$ cat src/rtl/updn_counter_pkg.sv
// Shared constants and helpers for the up/down counter slice.
// Latency: n/a (compile-time only).
// Backpressure: n/a.
package updn_counter_pkg;

  // Boundary behaviour selectors for the SATURATE parameter
  localparam int WRAP = 0;
  localparam int SAT  = 1;

  // Prescaler counter width: clog2(PRESCALE), never narrower than one bit
  function automatic int presc_width(input int prescale);
    int w;
    w = $clog2(prescale);
    return (w < 1) ? 1 : w;
  endfunction

endpackage

$ cat src/rtl/updn_counter_prescaler.sv
// Divides qualified enab cycles by PRESCALE and emits a combinational tick.
// Latency: tick is combinational on the PRESCALE-th enab cycle since the last tick/clear.
// Backpressure: none; enab=0 freezes the accumulated count, clr wins over enab.
module cnt_prescaler
  import updn_counter_pkg::*;
#(
  parameter int PRESCALE = 1
) (
  input  logic clk,
  input  logic rst,
  input  logic enab,
  input  logic clr,
  output logic tick
);

  localparam int PW = presc_width(PRESCALE);
  localparam logic [PW-1:0] LAST = PW'(PRESCALE - 1);
  localparam logic [PW-1:0] ONE  = PW'(1);

  logic [PW-1:0] pcnt;

  // A tick is the last enab cycle of a prescale window; clr (load) suppresses it
  assign tick = enab && !clr && (pcnt == LAST);

  // Accumulate enab cycles, restart the window on tick or clear
  always_ff @(posedge clk or posedge rst) begin
    if (rst) begin
      pcnt <= '0;
    end else if (clr) begin
      pcnt <= '0;
    end else if (enab) begin
      pcnt <= tick ? '0 : pcnt + ONE;
    end
  end

endmodule

$ cat src/rtl/updn_counter.sv
// Prescaled up/down counter with load, wrap/saturate boundary, tc pulse and sticky ovf.
// Latency: one cycle from load/tick to cnt_out; tc/ovf registered alongside the boundary step.
// Backpressure: none; enab gates counting, load overrides counting on the same edge.
module updn_counter
  import updn_counter_pkg::*;
#(
  parameter int WIDTH    = 5,
  parameter int MAX_VAL  = 2**WIDTH - 1,
  parameter int PRESCALE = 1,
  parameter int SATURATE = 0
) (
  input  logic             clk,
  input  logic             rst,
  input  logic [WIDTH-1:0] cnt_in,
  input  logic             load,
  input  logic             enab,
  input  logic             up,
  input  logic             clr_ovf,
  output logic [WIDTH-1:0] cnt_out,
  output logic             tc,
  output logic             ovf
);

  localparam longint MAX_LEGAL = (longint'(1) << WIDTH) - 1;

  // Reject illegal configurations at elaboration
  if (MAX_VAL < 1 || longint'(MAX_VAL) > MAX_LEGAL) begin : g_bad_max
    $error("updn_counter: MAX_VAL %0d outside 1..%0d", MAX_VAL, MAX_LEGAL);
  end
  if (PRESCALE < 1) begin : g_bad_presc
    $error("updn_counter: PRESCALE %0d must be >= 1", PRESCALE);
  end
  if (SATURATE != WRAP && SATURATE != SAT) begin : g_bad_sat
    $error("updn_counter: SATURATE %0d must be 0 or 1", SATURATE);
  end

  localparam logic [WIDTH-1:0] MAXV = WIDTH'(MAX_VAL);
  localparam logic [WIDTH-1:0] ONE  = WIDTH'(1);

  logic             tick;
  logic             at_bound;
  logic             boundary;
  logic [WIDTH-1:0] load_val;
  logic [WIDTH-1:0] next_cnt;

  cnt_prescaler #(
    .PRESCALE (PRESCALE)
  ) u_presc (
    .clk  (clk),
    .rst  (rst),
    .enab (enab),
    .clr  (load),
    .tick (tick)
  );

  // Boundary detection and load clamp; tick already excludes load cycles
  assign at_bound = up ? (cnt_out == MAXV) : (cnt_out == '0);
  assign boundary = tick && at_bound;
  assign load_val = (cnt_in > MAXV) ? MAXV : cnt_in;

  // Next count on a tick: step inside the range, wrap or hold at the boundary
  always_comb begin
    next_cnt = cnt_out;
    if (at_bound) begin
      if (SATURATE == WRAP) begin
        next_cnt = up ? '0 : MAXV;
      end
    end else begin
      next_cnt = up ? (cnt_out + ONE) : (cnt_out - ONE);
    end
  end

  // Counter, tc pulse and sticky ovf; ovf set beats clear, load leaves ovf alone
  always_ff @(posedge clk or posedge rst) begin
    if (rst) begin
      cnt_out <= '0;
      tc      <= 1'b0;
      ovf     <= 1'b0;
    end else begin
      tc <= boundary;
      if (load) begin
        cnt_out <= load_val;
      end else if (tick) begin
        cnt_out <= next_cnt;
      end
      if (!load) begin
        if (boundary) begin
          ovf <= 1'b1;
        end else if (clr_ovf) begin
          ovf <= 1'b0;
        end
      end
    end
  end

endmodule
$ cat config.mk
export PLATFORM = sky130hd
export DESIGN_NAME = updn_counter
export DESIGN_NICKNAME = d
export VERILOG_FILES = /design/src/rtl/updn_counter_pkg.sv /design/src/rtl/updn_counter_prescaler.sv /design/src/rtl/updn_counter.sv
export SDC_FILE = /design/constraint.sdc
export NUM_CORES = 1
export LEC_CHECK = 0
export CAP_MARGIN = 30
export CORE_MARGIN = 2
export CORE_UTILIZATION = 42
export CTS_BUF_LIST = sky130_fd_sc_hd__clkbuf_4 sky130_fd_sc_hd__clkbuf_8
export DETAILED_ROUTE_END_ITERATION = 16
export GPL_TIMING_DRIVEN = 1
export PLACE_DENSITY = 0.74
export SYNTH_ARGS = -nofsm -noshare
export SYNTH_HDL_FRONTEND = slang
export SYNTH_SLANG_ARGS = --single-unit
$ cat constraint.sdc
create_clock -name clk -period 3.4 [get_ports clk]
set_input_delay 0.34 -clock clk [delete_from_list [all_inputs] [get_ports clk]]
set_output_delay 0.34 -clock clk [all_outputs]
set_load 0.05 [all_outputs]
==> results.md <==
* Result of the run: completed
* Crit-path leading delay family: buffers and inverters
* Net count of the mapped netlist at 74
* Number of flip-flops and latches in the synthesized netlist at 8
* Max Clock Skew at 0.00552 ns
* Detailed Routing Iterations Pass 1 at 1
* CORE AREA at 1250 sq um
* Drc violations at 0
* Critical-path cell list: clkdlybuf4s50_1 > inv_1 > ha_1 > a21o_1 > a21oi_1 > xor2_1 > o221ai_1
* Cell at the root of the clock tree: clkbuf_4
* Reg-to-reg endpoint: cnt_out[4]
* Number of buffers created by CTS at 3
* Die W at 40.1 um
* Die area at 1610 sq um
* P&R area growth vs syn at 37.2%
* Hold slack at 0.334 ns
* Post-layout util at 0.600
* Sum of overflow across all layers after global routing at 0
* Crit path buffers/inverters at 2
* Pin count of the biggest net entering global routing at 16
* Number of failing hold endpoints at the final stage at 0
* Post CTS Setup Buffer Count at 0
* Cell count of the worst reg-to-reg path at 6
* Number of sinks handled by clock tree synthesis at 8
* Actual transition at the worst max-transition pin at 0.553 ns
* Max H-tree Level at 1
* Type of element launching the critical path: primary input
* Clock-pin slew on the worst setup and hold paths at 0.05 ns
* Cts repair resizes at 0
* Layout cell share with drive strength beyond 1 at 0.0649
* Highest cell delay on the worst timing path at 0.62 ns
* Critical-path cell with the highest stage delay: clkdlybuf4s50_1
* Total Negative Setup Slacks at 0 ns
* PwrDens at 446 nW/um^2
* Post-layout min period at approximately 1.9 ns
* Achievable Freq at 527 MHz
* Proportion of netlist area held by the largest area contributor at 0.365
* Number of global-route vias before repair at ~450
* Number of antenna violations at the first check in global routing at 0
* Register-to-register setup slack at 1.71 ns
* Critical Path Sink Type: flip-flop
* Max-Cap Viols at 0
* Mapped Area at approximately 550 sq um
* Number of setup violations in the final report at 0
* Total via count after detailed routing at 487
* Total Wirelength at approximately 1.1 mm
* Number of instances in the placed design at between 80 and 90
* Initial standard-cell utilization of the core at 0.438
* HPWL reported at the end of detailed placement at approximately 900 um
* Final critical-path share of the clock period at 0.558
* Routability-driven placement congestion ratio at 0.743
* Startpoint of the lowest-slack register-to-register path: cnt_out[0]
* Final net count at 94
* Die span in y at 40.1 um
* Main area contributors after synthesis: dfrtp_1 37%, ha_1 6.8%, xnor2_1 4.8%, nor2_1 4.1%, fa_1 3.7%
* Iter 0 DRT Violations at 0
* Max-Slew Margin vs Limit at 0.631
* Peak fanout along the critical path at 6
* Setup repair after global routing missed its margin: false
* Required time reported for the critical path endpoint at 3.50 ns
* Routed wire per std cell at roughly 12 um
* First-pass GRT wire length at 1.81 mm
* Max Slew Vio Count at 0
* Classification of the worst-slack hold path: primary input to async pin
* Count of unique library cells instantiated by Yosys at 26
* Worst-Skew Late Latency at 0.25 ns
* Gr usage total at 0.179
* VDD IR max at 0.000266 V
* Antenna Nets Post-Route at 0
* Most frequent cells in the layout: 17 x clkdlybuf4s50_1, 8 x dfrtp_1, 6 x nor2_1
* Antenna diode count at 0
* Number of port buffers at 17
* Total of hold buffers inserted after clock tree synthesis at 0
* Most common cell after layout, fill and taps aside: clkdlybuf4s50_1
* TritonCTS clock tree: done
* CP Data Arrival Time at 2.00 ns
* Final Non-Filler Cells at 92
* Worst setup path category: primary input to flip-flop
* Row count at 13
* Top-level port count at 18
* Cell type contributing the most total cell area after synthesis: dfrtp_1
* Share of synthesized area occupied by flip-flops and latches at 0.365
* Average instance area after synthesis at 9.29 sq um
* Gate count after technology mapping at 59
* Number of buffers on the longest clock path at 2
* Static leakage power at roughly 0.33 nW
* Number of warnings reported in the yosys synthesis log at 0
* Per-cell via count in the routed design at 5.29
## worst max-delay path by stage
stage / from / to / slack (ns) / cells after the start
2_1_floorplan: cnt_out[0] / cnt_out[4] / 1.52 / 6
3_3_place_gp: up / cnt_out[3] / 1.28 / 7
3_5_place_dp: up / cnt_out[3] / 1.21 / 7
4_1_cts: up / cnt_out[3] / 1.48 / 7
5_1_grt: up / cnt_out[3] / 1.39 / 7
6_report: up / cnt_out[3] / 1.50 / 7
## through the flow
stage               cell area [sq um]  power [mW]  worst slack [ns]
finish                            752       0.335              1.50
global route                      752       0.361              1.39
CTS                               752       0.341              1.48
detailed placement                729       0.267              1.21
global placement                  729       0.266              1.28
floorplan                         548       0.218              1.52
## layer usage
| layer | wire, um | GRT usage | up-vias | share of wire |
|---|---|---|---|---|
| met5 | 0 | 0 | - | 0 |
| met2 | 564 | 0.302 | 17 | 0.50 |
| met4 | 14 | 0.0776 | 0 | 0.012 |
| li1 | - | - | 244 | - |
| met3 | 86 | 0.0889 | 2 | 0.076 |
| met1 | 467 | 0.184 | 224 | 0.41 |
## registers in the layout, summed over array words and instances, names as in the netlist
signal and cells:
cnt_out 5, ovf 1, tc 1, u_presc.pcnt 1
## layout make-up
class	instances	area, sq um
Fill cell	123	500
Multi-Input combinational cell	44	322
Sequential cell	8	200
Timing Repair Buffer	17	170
Clock buffer	3	22.5
Inverter	5	18.8
Tap cell	15	18.8
## synthesized netlist by cell type
library cell	instances
inv_1	5
or4_4	1
xnor2_1	3
o221ai_1	2
nand2b_1	2
clkbuf_1	2
a21oi_1	3
nor2b_1	1
nand2_1	4
a22o_1	2
mux2i_1	2
nand4_1	1
nor3b_1	1
o21ai_0	2
o31ai_1	1
o211ai_1	2
nor3_1	1
a21o_1	1
ha_1	3
or4_1	1
nor3_2	1
dfrtp_1	8
nor2_1	6
xor2_1	2
fa_1	1
or3_1	1
## cells by family after synthesis
group                      Yosys count  share of synthesized area
AOI/OAI and AO/OA                   13                      0.164
xor gates and xnor gates             5                     0.0799
adders and majority gates            4                      0.105
buffers and inverters                7                     0.0480
DFF                                  8                      0.365
muxes                                2                     0.0365
and+or+nand+nor                     20                      0.201
## report_power, final
part | switching [mW] | internal (mW)
clock network | 0.0306 | 0.0403
registers | 0.0155 | 0.106
logic | 0.0802 | 0.0632
total | 0.126 | 0.209
Power figures use the tool's default switching activity.
